$ cat src/rtl/palette_pixel_out_pkg.sv
// Shared types and constants for the palette pixel output stage.
// Holds the fade FSM states, full-brightness level and channel scaler.
package pixel_out_pkg;

   typedef enum logic [1:0] {
      IDLE,
      FADE_OUT,
      DARK,
      FADE_IN
   } fade_state_t;

   localparam logic [4:0] LEVEL_FULL = 5'd16;
   localparam int PAL_DEPTH_DEFAULT = 23;

   // (c * lvl) >> 4 as an 8x5 product; level 16 is an exact pass-through
   function automatic logic [7:0] scale_ch(
      input logic [7:0] c,
      input logic [4:0] lvl
   );
      logic [12:0] p;
      p = 13'(c) * 13'(lvl);
      return p[11:4];
   endfunction

endpackage

$ cat src/rtl/palette_pixel_out_if.sv
// Palette ROM read port: registered address out, colour back a cycle later.
interface palette_pixel_out_if #(
   parameter int IDX_W = 5
);
   logic [IDX_W-1:0] pal_addr;
   logic [23:0]      pal_data;

   modport master (output pal_addr, input pal_data);
   modport slave  (input pal_addr, output pal_data);
endinterface

$ cat src/rtl/palette_pixel_out_fade_ctrl.sv
// Frame-stepped fade controller: vs edge detect, frame counter, fade FSM.
module fade_ctrl
   import pixel_out_pkg::*;
#(
   parameter int FRAMES_PER_STEP = 2
) (
   input  logic       Clk,
   input  logic       Reset,
   input  logic       vs_in,
   input  logic       fade_out_req,
   input  logic       fade_in_req,
   output logic [4:0] fade_level,
   output logic       fade_busy
);

   localparam int CNT_W = (FRAMES_PER_STEP > 1) ? $clog2(FRAMES_PER_STEP) : 1;
   localparam logic [CNT_W-1:0] CNT_LAST = CNT_W'(FRAMES_PER_STEP - 1);

   fade_state_t      state_q, state_d;
   logic [4:0]       level_q, level_d;
   logic [CNT_W-1:0] cnt_q, cnt_d;
   logic             vs_q, vs_d;
   logic             frame_tick;
   logic             step_tick;

   always_comb begin
      vs_d       = vs_in;
      frame_tick = vs_q & ~vs_in;
      step_tick  = frame_tick && (cnt_q == CNT_LAST);
      cnt_d      = cnt_q;
      if (frame_tick) cnt_d = step_tick ? '0 : cnt_q + 1'b1;
      state_d = state_q;
      level_d = level_q;
      case (state_q)
         IDLE: begin
            if (fade_out_req) begin
               state_d = FADE_OUT;
               cnt_d   = '0;
            end
         end
         FADE_OUT: begin
            // a simultaneous fade_out_req keeps us here, so in_req loses
            if (fade_in_req && !fade_out_req) begin
               state_d = FADE_IN;
               cnt_d   = '0;
            end else if (step_tick) begin
               level_d = level_q - 5'd1;
               if (level_q == 5'd1) begin
                  state_d = DARK;
                  cnt_d   = '0;
               end
            end
         end
         DARK: begin
            if (fade_in_req) begin
               state_d = FADE_IN;
               cnt_d   = '0;
            end
         end
         FADE_IN: begin
            if (fade_out_req) begin
               state_d = FADE_OUT;
               cnt_d   = '0;
            end else if (step_tick) begin
               level_d = level_q + 5'd1;
               if (level_q == LEVEL_FULL - 5'd1) begin
                  state_d = IDLE;
                  cnt_d   = '0;
               end
            end
         end
         default: begin
            state_d = IDLE;
            level_d = LEVEL_FULL;
            cnt_d   = '0;
         end
      endcase
   end

   always_ff @(posedge Clk or posedge Reset) begin
      if (Reset) begin
         state_q <= IDLE;
         level_q <= LEVEL_FULL;
         cnt_q   <= '0;
         vs_q    <= 1'b1;
      end else begin
         state_q <= state_d;
         level_q <= level_d;
         cnt_q   <= cnt_d;
         vs_q    <= vs_d;
      end
   end

   assign fade_level = level_q;
   assign fade_busy  = (state_q == FADE_OUT) || (state_q == FADE_IN);

endmodule

$ cat src/rtl/palette_pixel_out.sv
// Pixel output stage: index select, palette lookup, fade scaling and
// sync/blank delay, all aligned to a 3-cycle latency.
module palette_pixel_out
   import pixel_out_pkg::*;
#(
   parameter int IDX_W           = 5,
   parameter int PAL_DEPTH       = PAL_DEPTH_DEFAULT,
   parameter int TRANSPARENT_IDX = 0,
   parameter int FRAMES_PER_STEP = 2
) (
   input  logic                Clk,
   input  logic                Reset,
   input  logic                hs_in,
   input  logic                vs_in,
   input  logic                blank_in,
   input  logic                sprite_hit,
   input  logic [IDX_W-1:0]    sprite_idx,
   input  logic [IDX_W-1:0]    bg_idx,
   input  logic                fade_out_req,
   input  logic                fade_in_req,
   palette_pixel_out_if.master pal,
   output logic [7:0]          VGA_R,
   output logic [7:0]          VGA_G,
   output logic [7:0]          VGA_B,
   output logic                hs_out,
   output logic                vs_out,
   output logic                blank_out,
   output logic                fade_busy,
   output logic [4:0]          fade_level
);

   logic [IDX_W-1:0] sel_idx;
   logic [IDX_W-1:0] addr_q, addr_d;
   // sync bundles are {hs, vs, blank}
   logic [2:0]       sync1_q, sync1_d;
   logic [2:0]       sync2_q, sync2_d;
   logic [2:0]       sync3_q, sync3_d;
   logic [7:0]       r_q, r_d;
   logic [7:0]       g_q, g_d;
   logic [7:0]       b_q, b_d;

   fade_ctrl #(
      .FRAMES_PER_STEP (FRAMES_PER_STEP)
   ) u_fade (
      .Clk          (Clk),
      .Reset        (Reset),
      .vs_in        (vs_in),
      .fade_out_req (fade_out_req),
      .fade_in_req  (fade_in_req),
      .fade_level   (fade_level),
      .fade_busy    (fade_busy)
   );

   always_comb begin
      sel_idx = bg_idx;
      if (sprite_hit && (sprite_idx != IDX_W'(TRANSPARENT_IDX)))
         sel_idx = sprite_idx;
      addr_d = (32'(sel_idx) >= PAL_DEPTH) ? '0 : sel_idx;
      sync1_d = {hs_in, vs_in, blank_in};
      sync2_d = sync1_q;
      sync3_d = sync2_q;
      // pal_data lines up with sync2_q; the ROM supplies the middle stage
      r_d = scale_ch(pal.pal_data[23:16], fade_level);
      g_d = scale_ch(pal.pal_data[15:8], fade_level);
      b_d = scale_ch(pal.pal_data[7:0], fade_level);
      if (sync2_q[0]) begin
         r_d = '0;
         g_d = '0;
         b_d = '0;
      end
   end

   always_ff @(posedge Clk or posedge Reset) begin
      if (Reset) begin
         addr_q  <= '0;
         sync1_q <= '1;
         sync2_q <= '1;
         sync3_q <= '1;
         r_q     <= '0;
         g_q     <= '0;
         b_q     <= '0;
      end else begin
         addr_q  <= addr_d;
         sync1_q <= sync1_d;
         sync2_q <= sync2_d;
         sync3_q <= sync3_d;
         r_q     <= r_d;
         g_q     <= g_d;
         b_q     <= b_d;
      end
   end

   assign pal.pal_addr = addr_q;
   assign VGA_R        = r_q;
   assign VGA_G        = g_q;
   assign VGA_B        = b_q;
   assign hs_out       = sync3_q[2];
   assign vs_out       = sync3_q[1];
   assign blank_out    = sync3_q[0];

endmodule

$ cat src/flat_wrapper.sv
// flat-port wrapper written by rule: the top's interface ports become plain ports
module palette_pixel_out_flat import pixel_out_pkg::*;
#(
   parameter int IDX_W           = 5,
   parameter int PAL_DEPTH       = PAL_DEPTH_DEFAULT,
   parameter int TRANSPARENT_IDX = 0,
   parameter int FRAMES_PER_STEP = 2
)
  (Clk, Reset, hs_in, vs_in, blank_in, sprite_hit, sprite_idx, bg_idx, fade_out_req, fade_in_req, VGA_R, VGA_G, VGA_B, hs_out, vs_out, blank_out, fade_busy, fade_level, pal_pal_addr, pal_pal_data);
  palette_pixel_out_if #(.IDX_W(IDX_W)) pal_i ();
  input  logic Clk;
  input  logic Reset;
  input  logic hs_in;
  input  logic vs_in;
  input  logic blank_in;
  input  logic sprite_hit;
  input  logic [IDX_W-1:0] sprite_idx;
  input  logic [IDX_W-1:0] bg_idx;
  input  logic fade_out_req;
  input  logic fade_in_req;
  output logic [7:0] VGA_R;
  output logic [7:0] VGA_G;
  output logic [7:0] VGA_B;
  output logic hs_out;
  output logic vs_out;
  output logic blank_out;
  output logic fade_busy;
  output logic [4:0] fade_level;
  output wire logic [$bits(pal_i.pal_addr)-1:0] pal_pal_addr;
  input wire logic [$bits(pal_i.pal_data)-1:0] pal_pal_data;
  assign pal_pal_addr = pal_i.pal_addr;
  assign pal_i.pal_data = pal_pal_data;
  palette_pixel_out #(.IDX_W(IDX_W), .PAL_DEPTH(PAL_DEPTH), .TRANSPARENT_IDX(TRANSPARENT_IDX), .FRAMES_PER_STEP(FRAMES_PER_STEP)) u_core (.Clk(Clk), .Reset(Reset), .hs_in(hs_in), .vs_in(vs_in), .blank_in(blank_in), .sprite_hit(sprite_hit), .sprite_idx(sprite_idx), .bg_idx(bg_idx), .fade_out_req(fade_out_req), .fade_in_req(fade_in_req), .pal(pal_i), .VGA_R(VGA_R), .VGA_G(VGA_G), .VGA_B(VGA_B), .hs_out(hs_out), .vs_out(vs_out), .blank_out(blank_out), .fade_busy(fade_busy), .fade_level(fade_level));
endmodule
$ cat config.mk
export PLATFORM = sky130hd
export DESIGN_NAME = palette_pixel_out_flat
export DESIGN_NICKNAME = d
export VERILOG_FILES = /design/src/rtl/palette_pixel_out_pkg.sv /design/src/rtl/palette_pixel_out_if.sv /design/src/rtl/palette_pixel_out_fade_ctrl.sv /design/src/rtl/palette_pixel_out.sv /design/src/flat_wrapper.sv
export SDC_FILE = /design/constraint.sdc
export NUM_CORES = 1
export LEC_CHECK = 0
export CAP_MARGIN = 20
export CORE_ASPECT_RATIO = 2
export CORE_MARGIN = 8
export CORE_UTILIZATION = 56
export DETAILED_ROUTE_END_ITERATION = 8
export GPL_ROUTABILITY_DRIVEN = 0
export PLACE_DENSITY = 0.81
export SLEW_MARGIN = 20
export SYNTH_ARGS = -nofsm -noshare
export SYNTH_HDL_FRONTEND = slang
export SYNTH_SLANG_ARGS = --single-unit
$ cat constraint.sdc
create_clock -name Clk -period 5.8 [get_ports Clk]
set_clock_uncertainty 0.15 [all_clocks]
set_input_delay 0.87 -clock Clk [delete_from_list [all_inputs] [get_ports Clk]]
set_output_delay 0.87 -clock Clk [all_outputs]
set_load 0.005 [all_outputs]
==> results of run 1 <==
[placed cells by master (no fill, tap or decap), drive strengths merged, types with 3 or more instances in the layout]
master and n:
or3 4, a21o 12, nor2 35, nand3 8, inv 80, xnor2 13, o21ai 13, nor3 5
o21a 4, a31o 5, or2 3, xor2 8, and2 73, dfrtp 36, and3 3, nand4 12
a21oi 30, o211ai 3, fa 48, ha 64, clkbuf 5, clkinv 3, dfstp 10, nand2 58
a22oi 3, a211oi 4, clkdlybuf4s50 79, mux2 5
[worst max-delay path by stage]
| stage | start | endpoint | slack, ns | cells after the start |
|---|---|---|---|---|
| 2_1_floorplan | u_core.u_fade.fade_level[4] | u_core.VGA_G[7] | 1.47 | 14 |
| 3_3_place_gp | pal_pal_data[17] | u_core.VGA_R[6] | 0.97 | 13 |
| 3_5_place_dp | pal_pal_data[1] | u_core.VGA_B[6] | 0.89 | 13 |
| 4_1_cts | pal_pal_data[1] | u_core.VGA_B[6] | 1.19 | 13 |
| 5_1_grt | pal_pal_data[8] | u_core.VGA_G[4] | 0.99 | 12 |
| 6_report | pal_pal_data[1] | u_core.VGA_B[6] | 1.16 | 13 |
[registers in the layout, summed over array words and instances, names as in the netlist, 2 cells and up]
register,cells
u_core.VGA_R,8
u_core.u_fade.fade_level,5
u_core.sync2_q,3
u_core.VGA_G,8
u_core.VGA_B,8
u_core.sync3_q,3
u_core.pal.pal_addr,5
u_core.sync1_q,3
u_core.u_fade.state_q,2
[where the power goes]
| part | total, W | leakage [nW] | switching [W] | internal, W |
|---|---|---|---|---|
| clock | 0.000289 | 0.0698 | 0.000129 | 0.000160 |
| sequential | 0.000548 | 0.576 | 0.000133 | 0.000415 |
| combinational | 0.00191 | 2.49 | 0.00103 | 0.000881 |
[per-layer routing]
layer | track usage (%) | up-vias
met5 | 0 | -
met4 | 6.19 | 0
met3 | 3.48 | 19
met2 | 31.0 | 117
met1 | 21.7 | 2008
li1 | - | 2017
[final cells by class]
class                      count  area, um^2  area share [%]
timing repair buffer          81         806            12.9
tap                          104         130            2.09
clock buffer                   5         125            2.01
clock inverter                 3        21.3           0.342
sequential                    46        1160            18.7
inverter                      81         305            4.91
multi-input combinational    433        3670            59.0
[cell families after synthesis]
| family | count (synthesis) |
|---|---|
| AO/OA/AOI/OAI | 85 |
| XOR/XNOR | 21 |
| adder cells (fa/ha/maj) | 112 |
| buffers and inverters | 103 |
| flip-flops | 46 |
| multiplexers | 7 |
| AND/OR/NAND/NOR | 208 |
[through the flow]
step | cell area [um^2] | setup slack, ns | std cells | power [W]
global route | 6220 | 0.994 | 753 | 0.00307
finish | 6220 | 1.16 | 753 | 0.00275
detailed placement | 6080 | 0.892 | 745 | 0.00246
global placement | 6080 | 0.967 | 745 | 0.00238
CTS | 6220 | 1.19 | 753 | 0.00277
floorplan | 5230 | 1.47 | 582 | 0.00193
==> impl_metrics.tcl, run 1 <==
set metrics [dict create \
    clockBufferDepth 2 \
    outcome "finished clean" \
    yosysUniqueCellTypes 52 \
    drtAntennaViolNets 0 \
    crit_path_max_incr_delay_ns 0.55 \
    syn2layout_area_growth_pct 19.0 \
    crit_arrival_ns 4.66 \
    seq_area_frac_synth_pct 22.2 \
    crit_top_cell "fa_1" \
    syn_nets 736 \
    power_density_nw_per_um2 441 \
    r2r_end "u_core.VGA_B[6]" \
    criticalPathCategory "input port to flop" \
    grt_pass1_wl_um 19800 \
    vias 4161 \
    dpl.hpwl_um 8920 \
    holdPathStages 0 \
    postSynthAreaPerCell_um2 8.99 \
    hold_viol 0 \
    ys_ff_latch 46 \
    synth_most_common_cell "inv_1" \
    synth_compound_area_share_pct 11.0 \
    n_antenna_cell 0 \
    synth_cells 582 \
    htreeDepth 2 \
    cpLargestDelayFamily "adder cells" \
    clock_sinks 46 \
    irDropWorstVdd_mv 0.220 \
    drt_iter0_markers 214 \
    cts_root_buf "clkbuf_16" \
    cts_setup_buffers 0 \
    cts-hold-fix-buffers 0 \
    maxCapViolCount 0 \
    critPathCaptureType "flop" \
    chipHeight_um 153 \
    num_rows 50 \
    synth_top_family_by_area "adder cells" \
    top_layer "met4" \
    grt_max_degree 47 \
    min_to "u_core.sync2_q[2]" \
    hold_ws_ns 0.207 \
    netlist_top_cells_area "fa_1, dfrtp_1, ha_1" \
    cp_slowest_cell "fa_1" \
    firstDrtPassIters 4 \
    min_period_over_period_pct 79.9 \
    netlist.area_leader.share_pct 18.4 \
    min-delay-start "u_core.sync1_q[2]" \
    clk_pin_slew_worst_paths_ns 0.06 \
    nNetsFinal 802 \
    cp-start-kind "input port" \
    path_cells "clkdlybuf4s50_1, and2_1, fa_1, fa_1, inv_1, fa_1, inv_1, ha_1, nand4_1, o211ai_2, nor2_1, o21ai_1, mux2_2" \
    remaining_drc_errors 0 \
    fillers 772 \
    grt_overflow 0 \
    rsz0062_at_grt "no" \
    slew_violations 0 \
    synth_ff_type "dfrtp_1" \
    tightest_slew_ns 0.927 \
    viasPerCell 5.53 \
    core_um2 9200 \
    initial_core_util_pct 56.9 \
    synthMuxAreaShare_pct 1.53 \
    reg2reg_slack_ns 1.26 \
    synthAdderAreaFrac_pct 33.7 \
    yosysWarningCount 0 \
    wirelength_um 11300 \
    ys_async_sr_fraction_pct 100 \
    cts_tree "built" \
    synth-edff-count 0 \
    wl_per_cell_um 15.0 \
    ctsResizeCount 0 \
    die_x_um 84.3 \
    r2r-start "u_core.u_fade.fade_level[2]" \
    met1Wirelength_um 4660 \
    fin_util_pct 67.7 \
    grt_pass1_vias 4371 \
    hold_class "flop to flop" \
    cts_buffers 5 \
    leakage_nw 3.14 \
    die-area_um2 12900 \
    synth_xor_area_share_pct 3.52 \
    max_slew_margin_pct 38.2 \
    track_usage_pct 18.1 \
    clk-insertion-delay-late_ns 0.29 \
    synth-simple-area-share_pct 20.5 \
    met2_length_um 5720 \
    setup_violations 0 \
    min_period_ns 4.64 \
    worst-endpoint-required_ns 5.83 \
    grt_antenna_before_repair 0 \
    max_freq_mhz 216 \
    worst_r2r_path_depth 12 \
    io_pins 80 \
    cp.buffers_inverters 3 \
    portBuffers 79 \
    ys_top_cells_by_count "inv_1, and2_1, ha_1" \
    drive_gt1_share_pct 6.01 \
    synth_top_cell_by_area "fa_1" \
    syn_area_um2 5230 \
    crit_fanout 6 \
    dr_wl_met3_um 693 \
    setup_tns_ns 0 \
]
(Power assumes the default switching activity.)
==> run 2, diff against run 1 <==
==> constraint.sdc (replaced) <==
create_clock -name Clk -period 4.7 [get_ports Clk]
set_clock_uncertainty 0.15 [all_clocks]
set_input_delay 0.705 -clock Clk [delete_from_list [all_inputs] [get_ports Clk]]
set_output_delay 0.705 -clock Clk [all_outputs]
set_load 0.005 [all_outputs]
==> impl_metrics.tcl, run 2 (synthesized netlist as in run 1, its figures left out) <==
set metrics [dict create \
    num_rows 50 \
    io_pins 80 \
    power_density_nw_per_um2 566 \
    ctsResizeCount 0 \
    grt_antenna_before_repair 0 \
    outcome "finished clean" \
    irDropWorstVdd_mv 0.466 \
    criticalPathCategory "input port to flop" \
    maxCapViolCount 0 \
    final_common_cell "inv_1" \
    drtAntennaViolNets 0 \
    min_period_over_period_pct 93.8 \
    track_usage_pct 18.9 \
    setup_violations 0 \
    critPathCaptureType "flop" \
    grt_pass1_vias 4524 \
    worst-endpoint-required_ns 4.72 \
    nNetsFinal 825 \
    max_freq_mhz 227 \
    cts_root_buf "clkbuf_16" \
    rsz0062_at_grt "no" \
    cts_setup_buffers 0 \
    die-area_um2 12900 \
    wirelength_um 11800 \
    place_inst 768 \
    tightest_slew_ns 0.784 \
    cts_tree "built" \
    grt_overflow 0 \
    viasPerCell 5.48 \
    portBuffers 79 \
    hold_viol 0 \
    drive_gt1_share_pct 9.08 \
    cts_buffers 5 \
    min_period_ns 4.41 \
    fillers 705 \
    cp-start-kind "input port" \
    dpl.hpwl_um 9530 \
    slew_violations 0 \
    cts-hold-fix-buffers 0 \
    most-common-layout-cells "inv_1, clkdlybuf4s50_1, and2_1" \
    clockBufferDepth 2 \
    setup_tns_ns 0 \
    drt_iter0_markers 282 \
    vias 4252 \
    crit_fanout 6 \
    crit_arrival_ns 4.43 \
    remaining_drc_errors 0 \
    clk-insertion-delay-late_ns 0.29 \
    clk_pin_slew_worst_paths_ns 0.06 \
    max_slew_margin_pct 47.6 \
    initial_core_util_pct 56.9 \
    n_antenna_cell 0 \
    total_power_w 0.00363 \
    core_um2 9200 \
    multi_input_area_um2 3670 \
    chipHeight_um 153 \
    syn2layout_area_growth_pct 22.7 \
    grt_pass1_wl_um 20500 \
    fin_cells 776 \
    htreeDepth 2 \
    grt_max_degree 47 \
    wl_per_cell_um 15.2 \
    hold_class "flop to flop" \
    regArea_um2 1160 \
    die_x_um 84.3 \
    firstDrtPassIters 4 \
    leakage_nw 3.26 \
    clock_sinks 46 \
]
## run 2: where the power goes
group          switching, W  leakage [nW]  internal, W
Combinational       0.00137          2.61      0.00123
Sequential         0.000121         0.576     0.000513
Clock              0.000145        0.0771     0.000251
## run 2: layer usage
layer | share of wire [%] | up-vias | GRT usage, %
met2 | 53 | 96 | 32.3
met5 | 0 | - | 0
met3 | 4.1 | 19 | 2.73
li1 | - | 2055 | -
met4 | 2.0 | 0 | 6.84
met1 | 41 | 2082 | 23.1
## run 2: final timing paths
check / start / to / slack (ns) / cells after the start
max in group asynchronous: Reset / u_core.VGA_B[1] / 3.22 / 2
hold reg to reg: u_core.sync1_q[0] / u_core.sync2_q[0] / 0.21 / 0
min in group asynchronous: Reset / u_core.u_fade.state_q[0] / 0.71 / 2
setup / recovery: pal_pal_data[17] / u_core.VGA_R[6] / 0.29 / 14
hold / removal: u_core.sync1_q[0] / u_core.sync2_q[0] / 0.21 / 0
setup reg to reg: u_core.u_fade.fade_level[3] / u_core.VGA_B[5] / 0.36 / 14
## run 2: area by class of cell
cell class / instances / share of cell area (%)
flip-flops and latches: 46 / 18.1
well taps: 104 / 2.03
multi-input cells: 433 / 57.2
clock inverters: 2 / 0.585
repair buffers: 104 / 15.2
inverters: 81 / 4.76
clock buffers: 6 / 2.01
## run 2: critical path, stage by stage
cell and delay, ns:
clkdlybuf4s50_1 0.47, and2_1 0.21, fa_1 0.52, fa_1 0.55, inv_1 0.05, fa_1 0.52, inv_1 0.04, ha_1 0.29
buf_4 0.14, nand3_1 0.07, o211ai_2 0.17, nor2_1 0.24, o21ai_1 0.12, mux2_1 0.32
## run 2: per-stage QoR
step | hold WS, ns | utilization, % | setup slack [ns] | cell area (um^2)
after floorplan | 0.195 | - | 0.373 | 5230
after global placement | 0.196 | 67.9 | 0.0991 | 6250
after detailed placement | 0.198 | 67.9 | 0.00769 | 6250
after CTS | 0.207 | 69.8 | 0.286 | 6410
after global routing | 0.209 | 69.8 | 0.0713 | 6420
final | 0.207 | 69.8 | 0.290 | 6420
